## src/rtl/multicycle_controller.sv

```systemverilog
// Control FSM for a 32-bit multi-cycle MIPS datapath. Sequences fetch, decode,
// execute, memory and write-back one state per cycle. Drives every mux select,
// write enable and alu_op. Also keeps a retired-instruction counter and a
// sticky illegal-instruction flag.
module multicycle_controller #(
  parameter bit HALT_ON_ILLEGAL = 1'b0,
  parameter int CNT_W           = 32
) (
  input  logic             clk,
  input  logic             rst,
  input  logic [5:0]       opcode,
  input  logic [5:0]       funct,
  input  logic             zero,
  output logic             pc_en,
  output logic             iord,
  output logic             mem_read,
  output logic             mem_write,
  output logic             ir_write,
  output logic             reg_dst,
  output logic             mem_to_reg,
  output logic             reg_write,
  output logic             alu_src_a,
  output logic [1:0]       alu_src_b,
  output logic [2:0]       alu_op,
  output logic [1:0]       pc_src,
  output logic [3:0]       state,
  output logic             illegal,
  output logic [CNT_W-1:0] retired_count
);

  typedef enum logic [3:0] {
    S_FETCH   = 4'd0,
    S_DECODE  = 4'd1,
    S_MEM_ADR = 4'd2,
    S_MEM_RD  = 4'd3,
    S_MEM_WB  = 4'd4,
    S_MEM_WR  = 4'd5,
    S_R_EXEC  = 4'd6,
    S_R_WB    = 4'd7,
    S_BRANCH  = 4'd8,
    S_ADDI    = 4'd9,
    S_I_WB    = 4'd10,
    S_JUMP    = 4'd11,
    S_HALT    = 4'd12,
    S_SLTI    = 4'd13
  } state_t;

  localparam logic [5:0] OP_RTYPE = 6'b000000;
  localparam logic [5:0] OP_LW    = 6'b100011;
  localparam logic [5:0] OP_SW    = 6'b101011;
  localparam logic [5:0] OP_BEQ   = 6'b000100;
  localparam logic [5:0] OP_ADDI  = 6'b001000;
  localparam logic [5:0] OP_SLTI  = 6'b001010;
  localparam logic [5:0] OP_J     = 6'b000010;

  localparam logic [2:0] ALU_ADD = 3'b010;
  localparam logic [2:0] ALU_SUB = 3'b011;
  localparam logic [2:0] ALU_SLT = 3'b100;
  localparam logic [2:0] ALU_AND = 3'b110;
  localparam logic [2:0] ALU_OR  = 3'b111;
  localparam logic [2:0] ALU_XOR = 3'b001;

  localparam logic [CNT_W-1:0] CNT_ONE = CNT_W'(1);

  state_t           state_r;
  state_t           next_state_s;
  logic             illegal_r;
  logic [CNT_W-1:0] retired_count_r;

  logic             funct_legal_s;
  logic [2:0]       r_alu_op_s;
  logic             dec_illegal_s;
  logic             retire_s;

  // Map the R-type funct field to an ALU operation and flag unsupported ones.
  always_comb begin
    funct_legal_s = 1'b1;
    r_alu_op_s    = ALU_ADD;
    case (funct)
      6'b100000: r_alu_op_s = ALU_ADD;
      6'b100010: r_alu_op_s = ALU_SUB;
      6'b100100: r_alu_op_s = ALU_AND;
      6'b100101: r_alu_op_s = ALU_OR;
      6'b100110: r_alu_op_s = ALU_XOR;
      6'b101010: r_alu_op_s = ALU_SLT;
      default: begin
        funct_legal_s = 1'b0;
        r_alu_op_s    = ALU_ADD;
      end
    endcase
  end

  // Classify the opcode as illegal (unknown opcode, or R-type with bad funct).
  always_comb begin
    dec_illegal_s = 1'b0;
    case (opcode)
      OP_RTYPE: dec_illegal_s = ~funct_legal_s;
      OP_LW, OP_SW, OP_BEQ, OP_ADDI, OP_SLTI, OP_J: dec_illegal_s = 1'b0;
      default: dec_illegal_s = 1'b1;
    endcase
  end

  // An instruction retires on the edge that leaves its final state.
  always_comb begin
    retire_s = 1'b0;
    case (state_r)
      S_MEM_WB, S_MEM_WR, S_R_WB, S_I_WB, S_BRANCH, S_JUMP: retire_s = 1'b1;
      default: retire_s = 1'b0;
    endcase
  end

  // Next-state selection; the opcode is sampled live since the IR holds after FETCH.
  always_comb begin
    next_state_s = S_FETCH;
    case (state_r)
      S_FETCH: next_state_s = S_DECODE;
      S_DECODE: begin
        if (dec_illegal_s) begin
          next_state_s = HALT_ON_ILLEGAL ? S_HALT : S_FETCH;
        end else begin
          case (opcode)
            OP_RTYPE:    next_state_s = S_R_EXEC;
            OP_LW, OP_SW: next_state_s = S_MEM_ADR;
            OP_BEQ:      next_state_s = S_BRANCH;
            OP_ADDI:     next_state_s = S_ADDI;
            OP_SLTI:     next_state_s = S_SLTI;
            OP_J:        next_state_s = S_JUMP;
            default:     next_state_s = S_FETCH;
          endcase
        end
      end
      S_MEM_ADR: begin
        if (opcode == OP_LW) begin
          next_state_s = S_MEM_RD;
        end else begin
          next_state_s = S_MEM_WR;
        end
      end
      S_MEM_RD: next_state_s = S_MEM_WB;
      S_MEM_WB: next_state_s = S_FETCH;
      S_MEM_WR: next_state_s = S_FETCH;
      S_R_EXEC: next_state_s = S_R_WB;
      S_R_WB:   next_state_s = S_FETCH;
      S_BRANCH: next_state_s = S_FETCH;
      S_ADDI:   next_state_s = S_I_WB;
      S_SLTI:   next_state_s = S_I_WB;
      S_I_WB:   next_state_s = S_FETCH;
      S_JUMP:   next_state_s = S_FETCH;
      S_HALT:   next_state_s = S_HALT;
      default:  next_state_s = S_FETCH;
    endcase
  end

  // State register, sticky illegal flag and retired counter; rst wins over everything.
  always_ff @(posedge clk) begin
    if (rst) begin
      state_r         <= S_FETCH;
      illegal_r       <= 1'b0;
      retired_count_r <= '0;
    end else begin
      state_r <= next_state_s;
      if (state_r == S_DECODE && dec_illegal_s) begin
        illegal_r <= 1'b1;
      end
      if (retire_s) begin
        retired_count_r <= retired_count_r + CNT_ONE;
      end
    end
  end

  // Moore output decode from the current state; only pc_en in BRANCH follows zero.
  always_comb begin
    pc_en      = 1'b0;
    iord       = 1'b0;
    mem_read   = 1'b0;
    mem_write  = 1'b0;
    ir_write   = 1'b0;
    reg_dst    = 1'b0;
    mem_to_reg = 1'b0;
    reg_write  = 1'b0;
    alu_src_a  = 1'b0;
    alu_src_b  = 2'b00;
    alu_op     = ALU_ADD;
    pc_src     = 2'b00;
    case (state_r)
      S_FETCH: begin
        mem_read  = 1'b1;
        ir_write  = 1'b1;
        alu_src_b = 2'b01;
        pc_en     = 1'b1;
      end
      S_DECODE: alu_src_b = 2'b11;
      S_MEM_ADR: begin
        alu_src_a = 1'b1;
        alu_src_b = 2'b10;
      end
      S_MEM_RD: begin
        mem_read = 1'b1;
        iord     = 1'b1;
      end
      S_MEM_WB: begin
        reg_write  = 1'b1;
        mem_to_reg = 1'b1;
      end
      S_MEM_WR: begin
        mem_write = 1'b1;
        iord      = 1'b1;
      end
      S_R_EXEC: begin
        alu_src_a = 1'b1;
        alu_op    = r_alu_op_s;
      end
      S_R_WB: begin
        reg_write = 1'b1;
        reg_dst   = 1'b1;
      end
      S_BRANCH: begin
        alu_src_a = 1'b1;
        alu_op    = ALU_SUB;
        pc_src    = 2'b01;
        pc_en     = zero;
      end
      S_ADDI: begin
        alu_src_a = 1'b1;
        alu_src_b = 2'b10;
      end
      S_SLTI: begin
        alu_src_a = 1'b1;
        alu_src_b = 2'b10;
        alu_op    = ALU_SLT;
      end
      S_I_WB: reg_write = 1'b1;
      S_JUMP: begin
        pc_src = 2'b10;
        pc_en  = 1'b1;
      end
      S_HALT: alu_op = 3'b000;
      default: alu_op = ALU_ADD;
    endcase
  end

  assign state         = state_r;
  assign illegal       = illegal_r;
  assign retired_count = retired_count_r;

endmodule

```

## config.mk

```make
export PLATFORM = sky130hd
export DESIGN_NAME = multicycle_controller
export DESIGN_NICKNAME = d
export VERILOG_FILES = /design/src/rtl/multicycle_controller.sv
export SDC_FILE = /design/constraint.sdc
export NUM_CORES = 1
export LEC_CHECK = 0
export ABC_AREA = 0
export BUFFER_PORTS_ARGS = -buffer_cell sky130_fd_sc_hd__buf_4
export CORE_MARGIN = 1
export CORE_UTILIZATION = 40
export CTS_CLUSTER_DIAMETER = 120
export CTS_CLUSTER_SIZE = 12
export DETAILED_ROUTE_END_ITERATION = 7
export PLACE_DENSITY_LB_ADDON = 0.08
export SETUP_SLACK_MARGIN = 0.1
export SYNTH_ARGS = -nofsm -noshare
export SYNTH_HDL_FRONTEND = slang
export SYNTH_SLANG_ARGS = --single-unit
```

## constraint.sdc

```tcl
create_clock -name clk -period 4.5 [get_ports clk]
set_input_delay 0.9 -clock clk [delete_from_list [all_inputs] [get_ports clk]]
set_output_delay 0.9 -clock clk [all_outputs]
set_load 0.1 [all_outputs]
```

; Word level (Yosys, flattened, before mapping)
; Cells that the tools add are included.
[totals]
inputBits = 15
output_inout_bits = 53
ff_bits = 37
[classes]
n_bitwise = 1
muxes = 20
n_addsub = 1
n_eq_ne = 25
reduce_logical = 14
[op_table]
columns = operator, count
row1 = "equality test 6 bit, second input constant", 8
row2 = "adder 32 x 1 -> 32 bit, second input constant", 1
row3 = case mux 4 bit (7 select lines), 1
row4 = "equality test 4 bit, second input constant", 6
row5 = case mux 4 bit (6 select lines), 1
row6 = OR reduction 6 bit, 3
row7 = "equality test 4 x 3 -> 1 bit, second input constant", 4
row8 = case mux 3 bit (5 select lines), 1
row9 = "equality test 6 x 4 -> 1 bit, second input constant", 2
row10 = case mux 3 bit (4 select lines), 1
row11 = 2-to-1 mux 1 bit, 10
row12 = OR reduction 2 bit, 5
row13 = "equality test 4 x 2 -> 1 bit, second input constant", 2
row14 = "equality test 6 x 2 -> 1 bit, second input constant", 1
row15 = "equality test 6 x 3 -> 1 bit, second input constant", 1
row16 = logical NOT 6 bit, 1
row17 = case mux 2 bit (3 select lines), 1
row18 = OR reduction 3 bit, 2
row19 = OR reduction 5 bit, 1
row20 = "equality test 4 x 1 -> 1 bit, second input constant", 1
row21 = logical NOT 4 bit, 1
row22 = 2-to-1 mux 4 bit, 1
row23 = case mux 1 bit (2 select lines), 2
row24 = case mux 2 bit (2 select lines), 1
row25 = 3 further kinds, 3

; Logic depth before layout (Yosys ltp)
; Gate-level depths: netlist of run 1.
[depth]
depth_word = 7
ltp_mapped = 8
mapped_depth_nobuf = 5

; Worst setup path after synthesis of run 1
; No wires, ideal clock.
[synth_path]
path_kind = register to output
start = reg state_r[0] (netlist: state[0])
end = out iord
t_arrival_ns = 3.739
setup_slack_ns = -0.139
stages_incl_launch_ff = 4
path_buffers = 2
required_time_ns = 3.600
path_cell_list = dfxtp_1 > clkbuf_1 > clkbuf_1 > nor3b_1
[synth_via]
elab_chain_len = 3
word_cells_on_any_way = 4
[synth_lines]
columns = element, line
row1 = "start, declared", 65  ; state_t state_r;
row2 = "start signal, assigned", 161  ; state_r <= next_state_s;
row3 = equality test 4 x 3 -> 1 bit or equality test 4 x 2 -> 1 bit (tied branches), 185  ; case (state_r)
row4 = OR reduction 2 bit (no line) *, -
row5 = 2-to-1 mux 1 bit *, 185
row6 = "end, declared", 15  ; output logic iord,
; Mark *: on every way between the ends. The rest lies on a longest branch, timed or not.

; Worst setup path after layout of run 1
[layout_path]
start = reg state_r[1] (netlist: state[1])
end = out alu_op[2]
[layout_via]
elab_chain_len = 2
word_cells_on_any_way = 5
[layout_lines]
columns = element, line
row1 = equality test 4 bit or equality test 4 x 3 -> 1 bit (tied branches), 185
row2 = case mux 3 bit (4 select lines) *, 185
row3 = "end, declared", 24  ; output logic [2:0] alu_op,
; Marks and branches as above.

==> results of run 1 <==
==> metrics by stage <==
| stage | total power [W] | area, sq um | util [%] | setup WS (ps) | std cells |
|---|---|---|---|---|---|
| after floorplan | 0.000411 | 2170 | - | 236 | 280 |
| after global placement | 0.000437 | 2670 | 52.0 | 1620 | 400 |
| after detailed placement | 0.000437 | 2670 | 52.0 | 1620 | 400 |
| after CTS | 0.000687 | 2770 | 53.9 | 1450 | 408 |
| after global routing | 0.000704 | 2770 | 53.9 | 1330 | 408 |
| final | 0.000679 | 2770 | 53.9 | 1460 | 408 |
==> state kept, by name (all words and copies together), names as in the netlist <==
| register | count |
|---|---|
| illegal | 1 |
| state | 4 |
| retired_count | 32 |
==> critical path: stages, from the launching register on <==
cell	delay, ps
dfxtp_1	740
nand2b_1	330
nor2_1	200
o211ai_1	110
a21oi_1	160
buf_4	310
==> per-layer routing <==
metal | up-vias | part of all wire, % | global-route usage (%)
li1 | 1130 | - | -
met1 | 982 | 49 | 23.2
met2 | 39 | 46 | 32.6
met3 | 7 | 3.9 | 4.76
met4 | 0 | 1.3 | 6.17
met5 | - | 0 | 0
==> cells in the mapped netlist (2+ instances only) <==
| cell type | number |
|---|---|
| nor2_1 | 40 |
| dfxtp_1 | 37 |
| a21oi_1 | 20 |
| nand2_1 | 17 |
| xnor2_1 | 16 |
| nand3_1 | 14 |
| nor4_1 | 13 |
| clkbuf_1 | 10 |
| o21ai_0 | 10 |
| nor3_1 | 9 |
| inv_1 | 8 |
| o31ai_1 | 8 |
| or4_1 | 8 |
| xor2_1 | 8 |
| nand4_1 | 6 |
| nor2b_1 | 6 |
| nand2b_1 | 5 |
| or3_1 | 5 |
| buf_2 | 3 |
| nor3b_1 | 3 |
| a31oi_1 | 2 |
| and2_1 | 2 |
| and2b_2 | 2 |
| and3_1 | 2 |
| and4_1 | 2 |
| buf_1 | 2 |
| nand4_2 | 2 |
| o211ai_1 | 2 |
| o22ai_1 | 2 |
==> worst paths after layout <==
kind	from	endpoint	slack, ps	cells after the start
worst max register to register	state[0]	retired_count[31]	1870	5
worst min-delay path	illegal	illegal	450	2
worst max-delay path	state[1]	alu_op[2]	1460	5
worst min register to register	illegal	illegal	450	2
==> cell families after synthesis <==
kind of cell | count (synthesis) | synth area share, %
adders and majority gates | 1 | 0.580
buffers and inverters | 25 | 5.33
and+or+nand+nor | 141 | 35.1
xor gates and xnor gates | 24 | 9.74
AOI/OAI and AO/OA | 52 | 15.0
DFF | 37 | 34.3
==> placed cells by master (no fill, tap or decap), types with 5 or more instances in the layout <==
master / instances
o21ai_0: 9
nor2_1: 40
nor4_1: 13
clkbuf_8: 6
or3_1: 5
dfxtp_1: 37
nand3_1: 14
nand2b_1: 5
buf_4: 67
nand4_1: 6
o31ai_1: 8
xor2_1: 8
nand2_1: 17
a21oi_1: 20
inv_1: 8
nor3_1: 8
or4_1: 8
xnor2_1: 16
nor2b_1: 6
==> final cells by class <==
cell class,count,area (sq um)
multi-input combinational,218,1310
sequential,37,741
clock buffer,6,82.6
fill,517,2370
tap,70,87.6
inverter,8,30.0
clock inverter,2,13.8
timing repair buffer,67,503
==> power groups by stage <==
stage,registers (W),clock network (W),logic (W)
final,0.000334,0.000249,0.0000950
after global routing,0.000335,0.000268,0.000101
after CTS,0.000334,0.000257,0.0000956
after detailed placement,0.000342,0,0.0000955
after global placement,0.000342,0,0.0000955
after floorplan,0.000352,0,0.0000586
==> reports/results.ini, run 1 <==
[status]
status=completed

[yosys]
synth_warnings=0
yosysTopAreaCell=dfxtp_1
async_reset_ff_share_pct=0
synth_area_sq_um=2160
ys_seq_area_share_pct=34.3
synth_seq_cells=37
syn-mean-instance-area_sq_um=7.71
synth.top_cell.area_share_pct=34.3
syn-instance-count=280
synth_edf_count=0
dominantRegCellSynth=dfxtp_1
yosysUniqueCellTypes=45
syn-num-nets=296
synth.area.top_cells=dfxtp_1 34%, nor2_1 7.0%, xnor2_1 6.5%

[clock_network]
cts_buffers=5
max-clock-path-buffers=2
clock_sinks=37
cts_tree=built
root_buffer=clkbuf_8
ctsResizeCount=0
postCtsSetupBuffers=0
cts.clk_slew.worst_paths_ps=80
h-tree-depth=2
cts_hold_buf=0
clk_latency_ps=290

[floorplan]
start_util_pct=42.0
core_area_sq_um=5140
floorplan.io_pins=68
die_w_microns=75.5
rows=26
die_area_sq_um=5690
die-height_microns=75.5

[critical_path]
worstSetupPathType=flop to output pin
critPathCaptureType=output pin
required_ps=3600
path_max_fanout=21
start_kind=flop
cp.arrival_ps=2140

[routing]
wl_per_cell_microns=13.0
drc=0
totalWireLength_microns=5300
ant_nets=0
dr.pass1.iters=4
route.vias.total=2158
vias_per_cell=5.29
drtIter0Drc=71

[sta]
rsz0062_at_grt=no
post-route-period-util_pct=67.5
finalHoldViolCount=0
relSlewSlack_pct=46.5
fin_crit_ps=3040
drv_slew=0
setup_viol=0
fmax_mhz=329
worst-slew-pin-transition_ps=802
timing.hold.ws_ps=454
fin_skew_ps=6.55
tns_ps=0

[pwr]
p_int_w=0.000479
clkPwrFrac_pct=36.7
pwr-share-comb_pct=14.0
p_per_area_nw_per_um2=245
p_switching_w=0.000199
switching_share_pct=29.4
pwr-share-seq_pct=49.3
peakVddDrop_uv=151
leakage_nw=1.02

[flow_run]
max_cap_violations=0

[grt]
globalRoute.totalOverflow=0
antenna_found_initial=0
grt_pass1_vias=1839
grt_max_degree=35
grt_usage_pct=19.0
grt_pass1_wl_microns=8320

[cells_and_area]
area_delta_synth_final_pct=28.3
finalNetCount=353
drive_gt1_share_pct=24.9
diodes=0

[min_path]
hp-class=flop to flop

[placed_design]
port-buffer-count=67
routabilityCongestion=0.769
dp_hpwl_microns=3790

Note: power is estimated with default switching activity, not from simulation.
==> run 2: changes to the inputs <==
- clock period: 4.5 -> 3 ns (I/O delays scaled with it)
==> reports/results.ini, run 2 (synthesized netlist as in run 1, its figures left out) <==
[pwr]
finalPower_w=0.00107  ; +58%
p_int_w=0.000772  ; +61%
pwr-share-seq_pct=47.1  ; -2.2 points
p_per_area_nw_per_um2=366  ; +49%
peakVddDrop_uv=251  ; +66%
pwr-share-comb_pct=13.8  ; -0.2 points
leakage_nw=1.04  ; +2.4%
clkPwrFrac_pct=39.1  ; +2.4 points
p_switching_w=0.000297  ; +49%
switching_share_pct=27.8  ; -1.6 points

[grt]
grt_max_degree=35  ; unchanged
grt_usage_pct=19.8  ; +0.78 points
globalRoute.totalOverflow=0  ; unchanged
grt_pass1_vias=1953  ; +6.2%
grt_pass1_wl_microns=8740  ; +5.0%
antenna_found_initial=0  ; unchanged

[sta]
fin_ws_ps=339  ; -1120 ps
post-route-period-util_pct=88.7
relSlewSlack_pct=63.8  ; +17 points
finalHoldViolCount=0  ; unchanged
fin_skew_ps=5.40  ; -1.15 ps
fin_crit_ps=2660
worst-slew-pin-transition_ps=542  ; -260 ps
rsz0062_at_grt=no
drv_slew=0  ; unchanged
tns_ps=0  ; unchanged
fmax_mhz=376
setup_viol=0  ; unchanged

[critical_path]
critPathCaptureType=output pin
crit_buf_inv=1  ; unchanged
rrSetupSlack_ps=520  ; -1350 ps
slowest_delay_ps=620  ; -120 ps
required_ps=2400  ; -1200 ps
path_cells=nand2b_1 -> nor2_1 -> o211ai_1 -> a21oi_4 -> buf_4
cp.arrival_ps=2060  ; -80 ps
crit_slowest_cell=dfxtp_2
path_max_fanout=21  ; unchanged
worstSetupPathType=flop to output pin
crit_family=flip-flops
start_kind=flop

[floorplan]
rows=26  ; unchanged
core_area_sq_um=5140  ; unchanged
die_area_sq_um=5690  ; unchanged
die_w_microns=75.5  ; unchanged
die-height_microns=75.5  ; unchanged
floorplan.io_pins=68  ; unchanged
start_util_pct=42.0  ; unchanged

[placed_design]
place_ws_ps=545  ; -1070 ps
routabilityCongestion=0.801  ; +4.2%
place_area_sq_um=2810  ; +5.2%
port-buffer-count=67  ; unchanged
dp_hpwl_microns=3940  ; +3.8%

[clock_network]
clk_latency_ps=290  ; about the same
cts.clk_slew.worst_paths_ps=80  ; about the same
cts_hold_buf=0  ; unchanged
cts_tree=built
clock_sinks=37  ; unchanged
ctsResizeCount=0  ; unchanged
root_buffer=clkbuf_8
postCtsSetupBuffers=0  ; unchanged
cts_buffers=5  ; unchanged
max-clock-path-buffers=2  ; unchanged
h-tree-depth=2  ; unchanged

[cells_and_area]
finalNetCount=355  ; +0.57%
diodes=0  ; unchanged
n_fill_cell=528  ; +2.1%
final_util_pct=56.9  ; +3.0 points
drive_gt1_share_pct=31.8  ; +6.9 points
finalInstanceArea_sq_um=2930  ; +5.6%
final_cell_mix=69 x buf_4, 34 x nor2_1, 27 x dfxtp_1
largest_reg_flops=32  ; unchanged
final_common_cell=buf_4
area_delta_synth_final_pct=35.5

[routing]
route.vias.total=2230  ; +3.3%
drc=0  ; unchanged
drtIter0Drc=120  ; +69%
dr.pass1.iters=4  ; unchanged
vias_per_cell=5.44  ; +2.8%
ant_nets=0  ; unchanged
totalWireLength_microns=5470  ; +3.2%
wl_per_cell_microns=13.3  ; +2.7%

[min_path]
hp-class=flop to flop

[flow_run]
max_cap_violations=0  ; unchanged

[status]
status=completed

-- run 2: path summary, 6_finish.rpt --
path / cells past startpoint / to / start
worst max-delay path: 5 / alu_op[2] / state[1]
worst min-delay path: 2 / illegal / illegal
worst max register to register: 5 / retired_count[22] / state[1]
worst min register to register: 2 / illegal / illegal
-- run 2: final cells by class --
class                   count  area, sq um  area share, %
repair buffers             69          518           17.7
clock buffers               8          111           3.81
multi-input cells         218         1420           48.6
inverters                   8         30.0           1.03
flip-flops and latches     37          756           25.8
well taps                  70         87.6           2.99
-- run 2: power groups by stage --
| stage | clock (W) | combinational, W | sequential, W |
|---|---|---|---|
| floorplan | 0 | 0.0000949 | 0.000528 |
| global placement | 0 | 0.000148 | 0.000515 |
| detailed placement | 0 | 0.000148 | 0.000516 |
| CTS | 0.000428 | 0.000148 | 0.000504 |
| global route | 0.000444 | 0.000155 | 0.000505 |
| finish | 0.000418 | 0.000148 | 0.000504 |
-- run 2: worst reg2reg max path, cell delays in order, from the launching register on --
cell      delay [ps]
dfxtp_2          620
nand2b_1         390
a22o_1           390
nand3_1          290
or4_1            570
a21oi_1          140
-- run 2: per-layer routing --
layer  part of all wire [%]  GRT usage, %  up-vias
met5                      0             0        -
met4                    1.0          6.38        0
met3                    3.6          3.44        8
met2                     48          32.8       49
met1                     47          26.1     1044
li1                       -             -     1129
-- run 2: stage by stage --
step	hold WS, ps	cells
2_1_floorplan	750	280
3_3_place_gp	443	402
3_5_place_dp	446	402
4_1_cts	460	410
5_1_grt	475	410
6_report	460	410
==> run 3: changes to the inputs <==
- PLACE_DENSITY: unset -> 0.66
- PLACE_DENSITY_LB_ADDON: 0.08 -> unset
==> reports/results.ini, run 3 (synthesized netlist as in run 1, its figures left out) <==
[status]
status=completed

[sta]
tns_ps=0  ; unchanged
fin_skew_ps=11.6  ; +6.21 ps
post-route-period-util_pct=87.0  ; -1.6 points
drv_slew=0  ; unchanged
setup_viol=0  ; unchanged
fin_ws_ps=389  ; +49.3 ps
relSlewSlack_pct=61.6  ; -2.2 points
worst-slew-pin-transition_ps=571  ; +28.8 ps
finalHoldViolCount=0  ; unchanged
rsz0062_at_grt=no
fmax_mhz=383  ; +1.9%
fin_crit_ps=2610  ; -49.3 ps

[cells_and_area]
register_area_sq_um=756  ; unchanged
area_delta_synth_final_pct=35.2
final_common_cell=buf_4
n_fill_cell=520  ; -1.5%
final_util_pct=56.8  ; -0.15 points
multi_input_area_sq_um=1420  ; unchanged
finalNetCount=356  ; +0.28%
finalInstanceArea_sq_um=2920  ; -0.26%
largest_reg_flops=32  ; unchanged
final_cell_mix=70 x buf_4, 34 x nor2_1, 27 x dfxtp_1
diodes=0  ; unchanged
drive_gt1_share_pct=32.3  ; +0.49 points

[clock_network]
cts_tree=built
clock_sinks=37  ; unchanged
root_buffer=clkbuf_8
ctsResizeCount=0  ; unchanged
h-tree-depth=2  ; unchanged
clk_latency_ps=290  ; about the same
cts_buffers=5  ; unchanged
postCtsSetupBuffers=0  ; unchanged
max-clock-path-buffers=2  ; unchanged
cts_hold_buf=0  ; unchanged
cts.clk_slew.worst_paths_ps=80  ; about the same

[critical_path]
cp.arrival_ps=2010  ; -50 ps
start_kind=flop
worstSetupPathType=flop to output pin
path_max_fanout=21  ; unchanged
startpoint=state[1]
required_ps=2400  ; about the same
critPathCaptureType=output pin
reg2reg_from=state[0]
worst_r2r_path_depth=5  ; unchanged

[placed_design]
place_area_sq_um=2820  ; +0.27%
place_ws_ps=578  ; +33.4 ps
dp_hpwl_microns=3950  ; +0.38%
routabilityCongestion=0.789  ; -1.6%
port-buffer-count=67  ; unchanged

[grt]
grt_pass1_vias=1914  ; -2.0%
grt_usage_pct=19.8  ; +0.022 points
globalRoute.totalOverflow=0  ; unchanged
antenna_found_initial=0  ; unchanged
grt_pass1_wl_microns=8760  ; +0.24%
grt_max_degree=35  ; unchanged

[min_path]
min_from=illegal
hold_path_depth=2  ; unchanged
hp-class=flop to flop

[routing]
dr.pass1.iters=4  ; unchanged
drc=0  ; unchanged
totalWireLength_microns=5420  ; -0.90%
wl_per_cell_microns=13.2  ; -1.1%
ant_nets=0  ; unchanged
vias_per_cell=5.42  ; -0.42%
route.vias.total=2226  ; -0.18%
drtIter0Drc=92  ; -23%

[flow_run]
max_cap_violations=0  ; unchanged

[floorplan]
rows=26  ; unchanged
die_area_sq_um=5690  ; unchanged
start_util_pct=42.0  ; unchanged
die-height_microns=75.5  ; unchanged
floorplan.io_pins=68  ; unchanged
core_area_sq_um=5140  ; unchanged
die_w_microns=75.5  ; unchanged

[pwr]
finalPower_w=0.00102  ; -5.0%
p_per_area_nw_per_um2=348  ; -4.8%
peakVddDrop_uv=221  ; -12%
leakage_nw=1.04  ; -0.13%

[run 3: cell count changes in the layout (fill, tap and decap cells not counted)]
| cell | previous run | this run |
|---|---|---|
| clkinv_2 | 0 | 1 |
| buf_4 | 69 | 70 |
| clkbuf_1 | 1 | 0 |
| clkinv_4 | 0 | 1 |
| clkbuf_16 | 1 | 0 |
[run 3: final timing paths]
| path | end | slack (ps) |
|---|---|---|
| hold reg to reg | illegal | 460 |
| setup reg to reg | retired_count[22] | 570 |
| setup / recovery | alu_op[2] | 390 |
| hold / removal | illegal | 460 |
[run 3: worst max-delay path, cell delays in order, from the launching register on]
cell and delay [ps]:
dfxtp_2 600, nand2b_1 300, nor2_1 210, o211ai_1 160, a21oi_4 160, buf_4 300
[run 3: stage by stage]
stage	hold WS, ps	std cells
floorplan	750	280
global placement	443	403
detailed placement	446	403
CTS	458	411
global route	493	411
finish	455	411
[run 3: area by class of cell]
| class | instances | share of cell area (%) |
|---|---|---|
| Multi-Input combinational cell | 218 | 48.8 |
| Timing Repair Buffer | 70 | 18.0 |
| Sequential cell | 37 | 25.9 |
| Inverter | 8 | 1.03 |
| Tap cell | 70 | 3.00 |
| Clock buffer | 6 | 2.83 |
| Clock inverter | 2 | 0.472 |
[run 3: report_power, final]
| group | internal [W] | switching [W] | leakage [nW] |
|---|---|---|---|
| Clock | 0.000186 | 0.000179 | 0.0512 |
| Combinational | 0.0000414 | 0.000106 | 0.683 |
| Sequential | 0.000493 | 0.0000104 | 0.304 |
| Total | 0.000721 | 0.000295 | 1.04 |
[run 3: layer usage]
| layer | up-vias | part of all wire, % | track usage (%) |
|---|---|---|---|
| li1 | 1129 | - | - |
| met1 | 1022 | 48 | 28.0 |
| met2 | 71 | 47 | 31.2 |
| met3 | 4 | 4.7 | 3.97 |
| met4 | 0 | 0.85 | 4.32 |
| met5 | - | 0 | 0 |
